### config.mk
export PLATFORM = sky130hd
export DESIGN_NAME = cpu_adapter
export DESIGN_NICKNAME = d
export VERILOG_FILES = /design/src/rtl/cpu_adapter_pkg.sv /design/src/rtl/cpu_adapter_extract.sv /design/src/rtl/cpu_adapter.sv
export SDC_FILE = /design/constraint.sdc
export NUM_CORES = 1
export LEC_CHECK = 0
export ABC_AREA = 1
export CAP_MARGIN = 20
export CELL_PAD_IN_SITES_DETAIL_PLACEMENT = 1
export CELL_PAD_IN_SITES_GLOBAL_PLACEMENT = 2
export CORE_ASPECT_RATIO = 1.25
export CORE_UTILIZATION = 34
export CTS_CLUSTER_DIAMETER = 50
export DETAILED_ROUTE_END_ITERATION = 8
export PLACE_DENSITY_LB_ADDON = 0.08
export SLEW_MARGIN = 20
export SYNTH_ARGS = -nofsm -noshare
export SYNTH_HDL_FRONTEND = slang
export SYNTH_SLANG_ARGS = --single-unit
### constraint.sdc
create_clock -name clk -period 6.95 [get_ports clk]
set_input_delay 1.0425 -clock clk [delete_from_list [all_inputs] [get_ports clk]]
set_output_delay 1.0425 -clock clk [all_outputs]
set_load 0.02 [all_outputs]
### src/rtl/cpu_adapter_pkg.sv
// Shared encodings for the CPU load adapter: transfer sizes, byte lengths, FSM states.
package cpu_adapter_pkg;

  localparam logic [1:0] SZ_WORD     = 2'b00;
  localparam logic [1:0] SZ_HALF     = 2'b01;
  localparam logic [1:0] SZ_BYTE     = 2'b10;
  localparam logic [1:0] SZ_WORD_ALT = 2'b11;

  localparam logic [2:0] LEN_WORD = 3'd4;
  localparam logic [2:0] LEN_HALF = 3'd2;
  localparam logic [2:0] LEN_BYTE = 3'd1;

  typedef enum logic [1:0] {
    ST_IDLE,
    ST_ISSUE2,
    ST_WAIT,
    ST_OUT
  } state_e;

  function automatic logic [2:0] size_len(input logic [1:0] sz);
    case (sz)
      SZ_HALF: return LEN_HALF;
      SZ_BYTE: return LEN_BYTE;
      default: return LEN_WORD;
    endcase
  endfunction

  // True when the last byte of the load falls into the following 64-bit word.
  function automatic logic spans_word(input logic [2:0] off, input logic [1:0] sz);
    logic [3:0] last;
    last = {1'b0, off} + {1'b0, size_len(sz)} - 4'd1;
    return last > 4'd7;
  endfunction

endpackage

### src/rtl/cpu_adapter_extract.sv
// Picks bytes off..off+len-1 out of a big-endian 128-bit word pair and zero-extends them.
module cpu_adapter_extract
  import cpu_adapter_pkg::*;
(
  input  logic [127:0] pair,
  input  logic [2:0]   off,
  input  logic [1:0]   sz,
  output logic [31:0]  data
);

  logic [127:0] shifted;
  logic [31:0]  top;

  always_comb begin
    shifted = pair << {off, 3'b000};
    top     = shifted[127:96];
    case (sz)
      SZ_HALF: data = {16'h0000, top[31:16]};
      SZ_BYTE: data = {24'h000000, top[31:24]};
      default: data = top;
    endcase
  end

endmodule

### src/rtl/cpu_adapter.sv
// CPU load adapter: resizes byte/half/word loads from a 64-bit packet memory,
// with a one-word read cache and support for loads that straddle two words.
module cpu_adapter
  import cpu_adapter_pkg::*;
#(
  parameter int BYTE_ADDR_WIDTH = 12,
  parameter int MEM_LAT         = 1
) (
  input  logic                       clk,
  input  logic                       rst,
  input  logic [BYTE_ADDR_WIDTH-1:0] byte_rd_addr,
  input  logic                       cpu_rd_en,
  input  logic [1:0]                 transfer_sz,
  input  logic                       cache_inv,
  output logic [31:0]                resized_mem_data,
  output logic                       resized_mem_data_vld,
  output logic [BYTE_ADDR_WIDTH-4:0] word_rd_addr,
  output logic                       mem_rd_en,
  input  logic [63:0]                mem_rdata
);

  localparam int WW = BYTE_ADDR_WIDTH - 3;

  state_e         state_q, state_d;
  logic [WW-1:0]  w_q, w_d;
  logic [2:0]     off_q, off_d;
  logic [1:0]     sz_q, sz_d;
  logic           span_q, span_d;
  logic           mem_rd_en_q, mem_rd_en_d;
  logic [WW-1:0]  word_rd_addr_q, word_rd_addr_d;
  logic           mem_slot_q, mem_slot_d;
  logic [MEM_LAT-1:0] rd_pipe_q, rd_pipe_d;
  logic [MEM_LAT-1:0] slot_pipe_q, slot_pipe_d;
  logic [127:0]   pair_q, pair_d;
  logic [WW-1:0]  cache_tag_q, cache_tag_d;
  logic [63:0]    cache_data_q, cache_data_d;
  logic           cache_vld_q, cache_vld_d;
  logic           inv_seen_q, inv_seen_d;
  logic [31:0]    data_q, data_d;
  logic           vld_q, vld_d;

  logic [WW-1:0]  acc_w;
  logic [2:0]     acc_off;
  logic           acc_span;
  logic           acc_hit;
  logic           cap, cap_slot, cap_last;
  logic [127:0]   pair_cap;
  logic [127:0]   ext_pair;
  logic [2:0]     ext_off;
  logic [1:0]     ext_sz;
  logic [31:0]    ext_data;

  assign acc_w    = byte_rd_addr[BYTE_ADDR_WIDTH-1:3];
  assign acc_off  = byte_rd_addr[2:0];
  assign acc_span = spans_word(acc_off, transfer_sz);
  // An invalidate arriving with the request already hides the old packet's word.
  assign acc_hit  = cache_vld_q && !cache_inv && (cache_tag_q == acc_w);

  assign cap      = rd_pipe_q[MEM_LAT-1];
  assign cap_slot = slot_pipe_q[MEM_LAT-1];
  assign cap_last = cap && (cap_slot == span_q);

  always_comb begin
    pair_cap = pair_q;
    if (cap) begin
      if (cap_slot) pair_cap[63:0]   = mem_rdata;
      else          pair_cap[127:64] = mem_rdata;
    end
  end

  always_comb begin
    if (state_q == ST_IDLE) begin
      ext_pair = {cache_data_q, 64'h0};
      ext_off  = acc_off;
      ext_sz   = transfer_sz;
    end else begin
      ext_pair = pair_cap;
      ext_off  = off_q;
      ext_sz   = sz_q;
    end
  end

  cpu_adapter_extract u_extract (
    .pair (ext_pair),
    .off  (ext_off),
    .sz   (ext_sz),
    .data (ext_data)
  );

  always_comb begin
    state_d        = state_q;
    w_d            = w_q;
    off_d          = off_q;
    sz_d           = sz_q;
    span_d         = span_q;
    mem_rd_en_d    = 1'b0;
    word_rd_addr_d = word_rd_addr_q;
    mem_slot_d     = mem_slot_q;
    pair_d         = cap ? pair_cap : pair_q;
    cache_tag_d    = cache_tag_q;
    cache_data_d   = cache_data_q;
    cache_vld_d    = cache_vld_q && !cache_inv;
    inv_seen_d     = inv_seen_q || cache_inv;
    data_d         = data_q;
    vld_d          = 1'b0;

    rd_pipe_d      = rd_pipe_q;
    slot_pipe_d    = slot_pipe_q;
    rd_pipe_d[0]   = mem_rd_en_q;
    slot_pipe_d[0] = mem_slot_q;
    for (int i = 1; i < MEM_LAT; i++) begin
      rd_pipe_d[i]   = rd_pipe_q[i-1];
      slot_pipe_d[i] = slot_pipe_q[i-1];
    end

    case (state_q)
      ST_IDLE: begin
        if (cpu_rd_en && !vld_q) begin
          w_d        = acc_w;
          off_d      = acc_off;
          sz_d       = transfer_sz;
          span_d     = acc_span;
          inv_seen_d = 1'b0;
          if (!acc_span && acc_hit) begin
            data_d  = ext_data;
            vld_d   = 1'b1;
            state_d = ST_OUT;
          end else if (acc_span && acc_hit) begin
            pair_d         = {cache_data_q, 64'h0};
            mem_rd_en_d    = 1'b1;
            word_rd_addr_d = acc_w + 1'b1;
            mem_slot_d     = 1'b1;
            state_d        = ST_WAIT;
          end else begin
            mem_rd_en_d    = 1'b1;
            word_rd_addr_d = acc_w;
            mem_slot_d     = 1'b0;
            state_d        = acc_span ? ST_ISSUE2 : ST_WAIT;
          end
        end
      end
      ST_ISSUE2: begin
        mem_rd_en_d    = 1'b1;
        word_rd_addr_d = w_q + 1'b1;
        mem_slot_d     = 1'b1;
        state_d        = ST_WAIT;
      end
      ST_WAIT: begin
        if (cap_last) begin
          data_d       = ext_data;
          vld_d        = 1'b1;
          cache_tag_d  = span_q ? w_q + 1'b1 : w_q;
          cache_data_d = mem_rdata;
          cache_vld_d  = !(inv_seen_q || cache_inv);
          state_d      = ST_OUT;
        end
      end
      default: state_d = ST_IDLE;
    endcase
  end

  always_ff @(posedge clk) begin
    if (rst) begin
      state_q        <= ST_IDLE;
      w_q            <= '0;
      off_q          <= '0;
      sz_q           <= '0;
      span_q         <= 1'b0;
      mem_rd_en_q    <= 1'b0;
      word_rd_addr_q <= '0;
      mem_slot_q     <= 1'b0;
      rd_pipe_q      <= '0;
      slot_pipe_q    <= '0;
      pair_q         <= '0;
      cache_tag_q    <= '0;
      cache_data_q   <= '0;
      cache_vld_q    <= 1'b0;
      inv_seen_q     <= 1'b0;
      data_q         <= '0;
      vld_q          <= 1'b0;
    end else begin
      state_q        <= state_d;
      w_q            <= w_d;
      off_q          <= off_d;
      sz_q           <= sz_d;
      span_q         <= span_d;
      mem_rd_en_q    <= mem_rd_en_d;
      word_rd_addr_q <= word_rd_addr_d;
      mem_slot_q     <= mem_slot_d;
      rd_pipe_q      <= rd_pipe_d;
      slot_pipe_q    <= slot_pipe_d;
      pair_q         <= pair_d;
      cache_tag_q    <= cache_tag_d;
      cache_data_q   <= cache_data_d;
      cache_vld_q    <= cache_vld_d;
      inv_seen_q     <= inv_seen_d;
      data_q         <= data_d;
      vld_q          <= vld_d;
    end
  end

  assign resized_mem_data     = data_q;
  assign resized_mem_data_vld = vld_q;
  assign word_rd_addr         = word_rd_addr_q;
  assign mem_rd_en            = mem_rd_en_q;

endmodule
==> results.py, run 1 <==
metrics = {
    "outcome": {
        "status": "finished clean",
    },
    "clock_network": {
        "ctsRootBufferMaster": "clkbuf_16",
        "post_cts_resized": 0,
        "tritoncts_clock_tree": "done",
        "num_cts_buffers": 34,
        "clock_path_buffers": 3,
        "post-cts-setup-buffer-count": 0,
        "postCtsHoldBufs": 0,
        "cts.sink_count": 226,
        "clkSlewWorstSetupHoldPaths_ps": 60,
        "clock_tree.htree_level_count": 2,
        "clk_latency_ps": 530,
    },
    "pwr": {
        "power-per-cell-area_nw_per_um2": 448,
        "leakage_uw": 0.00668,
        "peak_vdd_ir_mv": 0.261,
        "pnr_total_power_uw": 6950,
    },
    "finish": {
        "fillCellCount": 4826,
        "layout_commonest_cell": "nand3_1",
        "nNetsFinal": 2167,
        "area.growth.synth_to_final_pct": 19.0,
        "drive_above_1_share_pct": 4.83,
        "final_core_util_pct": 41.4,
        "antennaDiodeCount": 0,
        "layout.cells.most_common_list": "494 x nand3_1, 425 x nand2_1, 225 x dfxtp_1",
    },
    "logic_synthesis": {
        "synthMuxAreaShare_pct": 0,
        "synthSimpleGateAreaFrac_pct": 36.4,
        "area_fraction_in_compound_gates_after_synthesis_pct": 14.9,
        "area_of_the_mapped_netlist_sq_um": 13000,
        "syn_inst": 2036,
        "synth_top_family_by_area": "simple AND/OR/NAND/NOR gates",
        "yosys_warn_count": 0,
        "syn_avg_cell_area_sq_um": 6.40,
        "yosys.cell_types.count": 41,
        "synth-edff-count": 0,
        "share_of_flip_flops_with_an_asynchronous_set_or_reset_after_synthesis_pct": 0,
        "ys_seq_elements": 226,
        "seq_area_frac_synth_pct": 34.7,
        "yosys.area_share.xor_xnor_pct": 0.806,
        "synth-main-ff-cell": "dfxtp_1",
        "adder_and_majority_gate_portion_of_the_synthesized_area_pct": 1.54,
        "syn-num-nets": 2134,
    },
    "die": {
        "number_of_rows_created_at_floorplan": 79,
        "core_region_area_sq_um": 37500,
        "height_of_the_chip_um": 221,
        "die_area_sq_um": 39100,
        "die_width_um": 177,
        "io_pins": 125,
        "start_util_pct": 34.8,
    },
    "timing": {
        "report.final.slew_viol_count": 0,
        "period_share_pct": 71.9,
        "max_clock_freq_mhz": 200,
        "hold_viol_final": 0,
        "setup_repair_after_global_routing_missed_its_margin": "no",
        "worst_max_slew_margin_expressed_relative_to_the_limit_pct": 33.7,
        "setup_viol": 0,
        "period_needed_ps": 5000,
        "max_slew.worst_pin.slew_ps": 992,
        "setup-tns-final_ps": 0,
        "fin_worst_skew_ps": 20.6,
    },
    "setup_path": {
        "crit_arrival_ps": 5370,
        "worst_r2r_path_depth": 13,
        "crit_chain": "clkdlybuf4s50_1 -> inv_1 -> ha_1 -> inv_1 -> ha_1 -> inv_1 -> ha_1 -> a21o_1 -> xor2_1 -> inv_1 -> ha_1 -> nor2_4 -> inv_1 -> nor2_1 -> clkinv_2 -> nand2_1 -> nor2_1",
        "critical_path.top_delay_family": "simple AND/OR/NAND/NOR gates",
        "maximum_fanout_encountered_on_the_critical_timing_path": 42,
        "crit_path_frequent_cell": "inv_1",
        "crit_path_max_incr_delay_ps": 990,
        "type_of_element_launching_the_critical_path": "input pin",
        "ff2ff_setup_slack_ps": 3030,
        "critical_path.endpoint_type": "register",
        "timing_worst_setup_path_type": "input pin to register",
        "crit_slowest_cell": "nand2_1",
        "crit_required_ps": 7320,
        "cp.depth": 17,
        "critPathBufInv": 7,
    },
    "routing": {
        "vias_per_cell": 5.40,
        "first_iter_violations": 902,
        "dr_total_vias": 13900,
        "detailedRoute.firstPassIterationCount": 5,
        "drt_wl_total_um": 54000,
        "final_antenna_net_count": 0,
        "count_of_unresolved_drc_violations_after_routing": 0,
        "detail_route.wl_per_cell_um": 20.9,
    },
    "hold_path": {
        "holdCritPathClass": "register to register",
        "hold_crit_depth": 2,
    },
    "global_route": {
        "antenna_found_initial": 0,
        "gr_ovfl_total": 0,
        "largest_net_degree_at_the_start_of_global_routing": 89,
        "first_global_vias": 14000,
        "grt_first_pass_wirelength_um": 84100,
        "grt_usage_pct": 27.7,
    },
    "placement": {
        "io_buffers": 124,
        "hpwlAfterDp_um": 37100,
        "finalWeightedCongestion": 0.870,
    },
    "run": {
        "cap_violations": 0,
    },
}
sequential cells by signal, indices dropped and copies added, names as in the netlist:
signal and flops:
state_q 2, sz_q 2, mem_slot_q 1, cache_vld_q 1, cache_tag_q 9, word_rd_addr 9
cap_slot 1, off_q 3, resized_mem_data_vld 1, mem_rd_en 1, span_q 1, inv_seen_q 1
cache_data_q 64, resized_mem_data 32, cap 1, w_q 9, pair_q 88
path summary, 6_finish.rpt:
check / end / startpoint
worst max-delay path: pair_q[41]$_SDFF_PP0_ / transfer_sz[0]
worst min-delay path: cap_slot$_SDFF_PP0_ / mem_slot_q$_SDFFE_PP0P_
worst max register to register: resized_mem_data[12]$_SDFFE_PP0P_ / state_q[1]$_SDFFE_PP0P_
worst min register to register: cap_slot$_SDFF_PP0_ / mem_slot_q$_SDFFE_PP0P_
cell families (layout without fill, tap and decap cells):
logic type,after synthesis,after routing
DFF,226,226
adders and majority gates,16,16
xor gates and xnor gates,12,12
AOI/OAI and AO/OA,336,336
and+or+nand+nor,1081,1081
buffers and inverters,365,422
routing by layer:
| metal | part of all wire [%] | GRT usage, % | vias to the layer above |
|---|---|---|---|
| met5 | 0 | 0 | - |
| met4 | 2.6 | 7.73 | 0 |
| met3 | 3.6 | 2.94 | 75 |
| met2 | 47 | 46.1 | 282 |
| met1 | 47 | 37.4 | 6728 |
| li1 | - | - | 6844 |
worst reg2reg max path, cell delays in order (launching register included):
cell,delay (ps)
dfxtp_1,420
inv_1,120
ha_2,290
buf_4,280
inv_2,550
buf_4,560
nand2_1,120
nand2_1,120
nand2_4,230
nor2_4,610
nand3_1,290
nand3_1,130
nand2_1,60
inv_1,70
synth_stat cells, types with 12 or more instances:
cell,number,area [sq um]
a211oi_1,56,420
a21oi_1,117,586
a311oi_1,12,105
buf_2,55,275
buf_4,12,90.1
clkbuf_1,68,255
dfxtp_1,226,4520
ha_1,16,200
inv_1,209,785
nand2_1,425,1600
nand3_1,494,2470
nor2_1,139,522
o21ai_0,120,601
power by group:
part	internal (uW)	switching [uW]	total, uW
clock	1080	682	1760
sequential	1510	157	1660
combinational	935	2590	3530
layout make-up:
type	instances	area (sq um)	area share (%)
flip-flops and latches	226	4530	29.2
repair buffers	145	1400	9.00
inverters	217	818	5.27
clock inverters	15	155	1.00
well taps	486	608	3.92
multi-input cells	1445	7030	45.3
clock buffers	45	985	6.35
metrics by stage:
step / setup WS [ps] / hold slack, ps / cell area [sq um] / instances
global placement: 1520 / 425 / 14400 / 2519
detailed placement: 1360 / 434 / 14400 / 2519
CTS: 1930 / 452 / 15500 / 2579
global route: 1640 / 469 / 15500 / 2579
floorplan: 3280 / 400 / 13000 / 2036
finish: 1950 / 444 / 15500 / 2579
(Power assumes the default switching activity.)
==> run 2: changes to the inputs <==
- CORE_UTILIZATION: 34 -> 29
- clock period: 6.95 -> 4.2 ns (I/O delays scaled with it)
==> results.py, run 2 (synthesis results as in run 1) <==
metrics = {
    "clock_network": {
        "clock_tree.htree_level_count": 2,
        "cts.sink_count": 226,
        "post-cts-setup-buffer-count": 0,
        "post_cts_resized": 0,
        "num_cts_buffers": 34,
        "tritoncts_clock_tree": "done",
        "clk_latency_ps": 550,
        "postCtsHoldBufs": 0,
        "ctsRootBufferMaster": "clkbuf_16",
        "clkSlewWorstSetupHoldPaths_ps": 60,
        "clock_path_buffers": 3,
    },
    "timing": {
        "report.final.slew_viol_count": 0,
        "max_clock_freq_mhz": 288,
        "max_slew.worst_pin.slew_ps": 880,
        "period_share_pct": 82.7,
        "worst_max_slew_margin_expressed_relative_to_the_limit_pct": 41.4,
        "setup-tns-final_ps": 0,
        "fin_worst_hold_slack_ps": 434,
        "setup_viol": 0,
        "period_needed_ps": 3470,
        "setup_repair_after_global_routing_missed_its_margin": "no",
        "hold_viol_final": 0,
        "fin_worst_skew_ps": 29.2,
    },
    "setup_path": {
        "crit_slowest_cell": "clkdlybuf4s50_1",
        "crit_arrival_ps": 3920,
        "crit_path_max_incr_delay_ps": 500,
        "worst_r2r_path_depth": 12,
        "critical_path.endpoint_type": "register",
        "type_of_element_launching_the_critical_path": "input pin",
        "critical_path.top_delay_family": "buffers and inverters",
        "timing_worst_setup_path_type": "input pin to register",
        "critPathBufInv": 7,
        "crit_chain": "clkdlybuf4s50_1 -> inv_1 -> ha_1 -> inv_1 -> ha_1 -> inv_1 -> ha_1 -> a21o_1 -> xor2_1 -> buf_4 -> ha_1 -> buf_4 -> nand4_1 -> inv_1 -> nand2_1 -> o21ai_0 -> nand3_1 -> a31oi_1",
        "cp.depth": 18,
        "maximum_fanout_encountered_on_the_critical_timing_path": 5,
        "crit_required_ps": 4650,
    },
    "routing": {
        "detailedRoute.firstPassIterationCount": 6,
        "vias_per_cell": 5.20,
        "drt_wl_total_um": 57300,
        "dr_total_vias": 14000,
        "count_of_unresolved_drc_violations_after_routing": 0,
        "first_iter_violations": 774,
        "final_antenna_net_count": 0,
        "detail_route.wl_per_cell_um": 21.3,
    },
    "placement": {
        "hpwlAfterDp_um": 40900,
        "finalWeightedCongestion": 0.875,
        "placement.cell_area_sq_um": 14800,
        "io_buffers": 124,
        "cells_after_dpl": 2629,
    },
    "global_route": {
        "gr-usage-met3_pct": 3.58,
        "grt_busiest_layer": "met2",
        "global_route.usage.met1_pct": 31.9,
        "grt_first_pass_wirelength_um": 87000,
        "largest_net_degree_at_the_start_of_global_routing": 89,
        "grt_usage_pct": 25.3,
        "gr_ovfl_total": 0,
        "use_met2_pct": 43.1,
        "antenna_found_initial": 0,
        "first_global_vias": 14200,
    },
    "pwr": {
        "peak_vdd_ir_mv": 0.546,
        "leakage_uw": 0.00684,
        "power-per-cell-area_nw_per_um2": 746,
    },
    "die": {
        "io_pins": 125,
        "core_region_area_sq_um": 44200,
        "die_width_um": 192,
        "start_util_pct": 29.5,
        "die_area_sq_um": 45800,
        "height_of_the_chip_um": 239,
        "number_of_rows_created_at_floorplan": 86,
    },
    "finish": {
        "finish.instance_area_sq_um": 15900,
        "fillCellCount": 5630,
        "layout_commonest_cell": "nand3_1",
        "nNetsFinal": 2191,
        "antennaDiodeCount": 0,
        "drive_above_1_share_pct": 6.00,
        "largest_register": "pair_q",
        "layoutNonFillerInstCount": 2689,
        "largest_register_ff_count": 88,
        "layout.cells.most_common_list": "493 x nand3_1, 425 x nand2_1, 225 x dfxtp_1",
        "area.growth.synth_to_final_pct": 22.1,
    },
    "hold_path": {
        "hold_crit_depth": 2,
        "holdCritPathClass": "register to register",
    },
    "run": {
        "cap_violations": 0,
    },
    "outcome": {
        "status": "finished clean",
    },
}
## run 2: final timing paths
path         slack (ps)                               end                     from
min                 430               cap_slot$_SDFF_PP0_  mem_slot_q$_SDFFE_PP0P_
max reg2reg        1080  resized_mem_data[0]$_SDFFE_PP0P_  state_q[1]$_SDFFE_PP0P_
min reg2reg         430               cap_slot$_SDFF_PP0_  mem_slot_q$_SDFFE_PP0P_
max                 730      word_rd_addr[5]$_SDFFE_PP0P_           transfer_sz[0]
## run 2: per-stage QoR
stage / power, uW / worst slack (ps) / util, %
final: 11900 / 728 / 36.0
after global routing: 12600 / 541 / 36.0
after CTS: 12000 / 735 / 36.0
after detailed placement: 8990 / 186 / 33.4
after global placement: 8950 / 195 / 33.4
after floorplan: 6520 / 947 / -
## run 2: worst register-to-register path, delay by kind of cell, from the launching register on
family / cells / cell delay, ps
simple gates: 8 / 1490
buf+inv: 2 / 530
fa+ha+maj: 1 / 480
flops: 1 / 350
compound gates: 1 / 160
## run 2: power breakdown
part           internal [uW]  total [uW]  switching, uW
sequential              2490        2710            217
combinational           1690        6230           4540
clock                   1800        2940           1150
## run 2: area by class of cell
class                           count  area (sq um)  area share (%)
Tap cell                          572           716            4.49
Clock inverter                     18           200            1.26
Timing Repair Buffer              169          1690            10.6
Inverter                          217           820            5.15
Sequential cell                   226          4530            28.4
Clock buffer                       42           942            5.92
Multi-Input combinational cell   1445          7030            44.2
## run 2: routing by layer
metal  vias up  share of wire [%]  routed length [um]
met5         -                  0                   0
met4         0                3.5                1990
met3        84                3.7                2130
met2       243                 48               27200
met1      6763                 45               25900
li1       6904                  -                   -
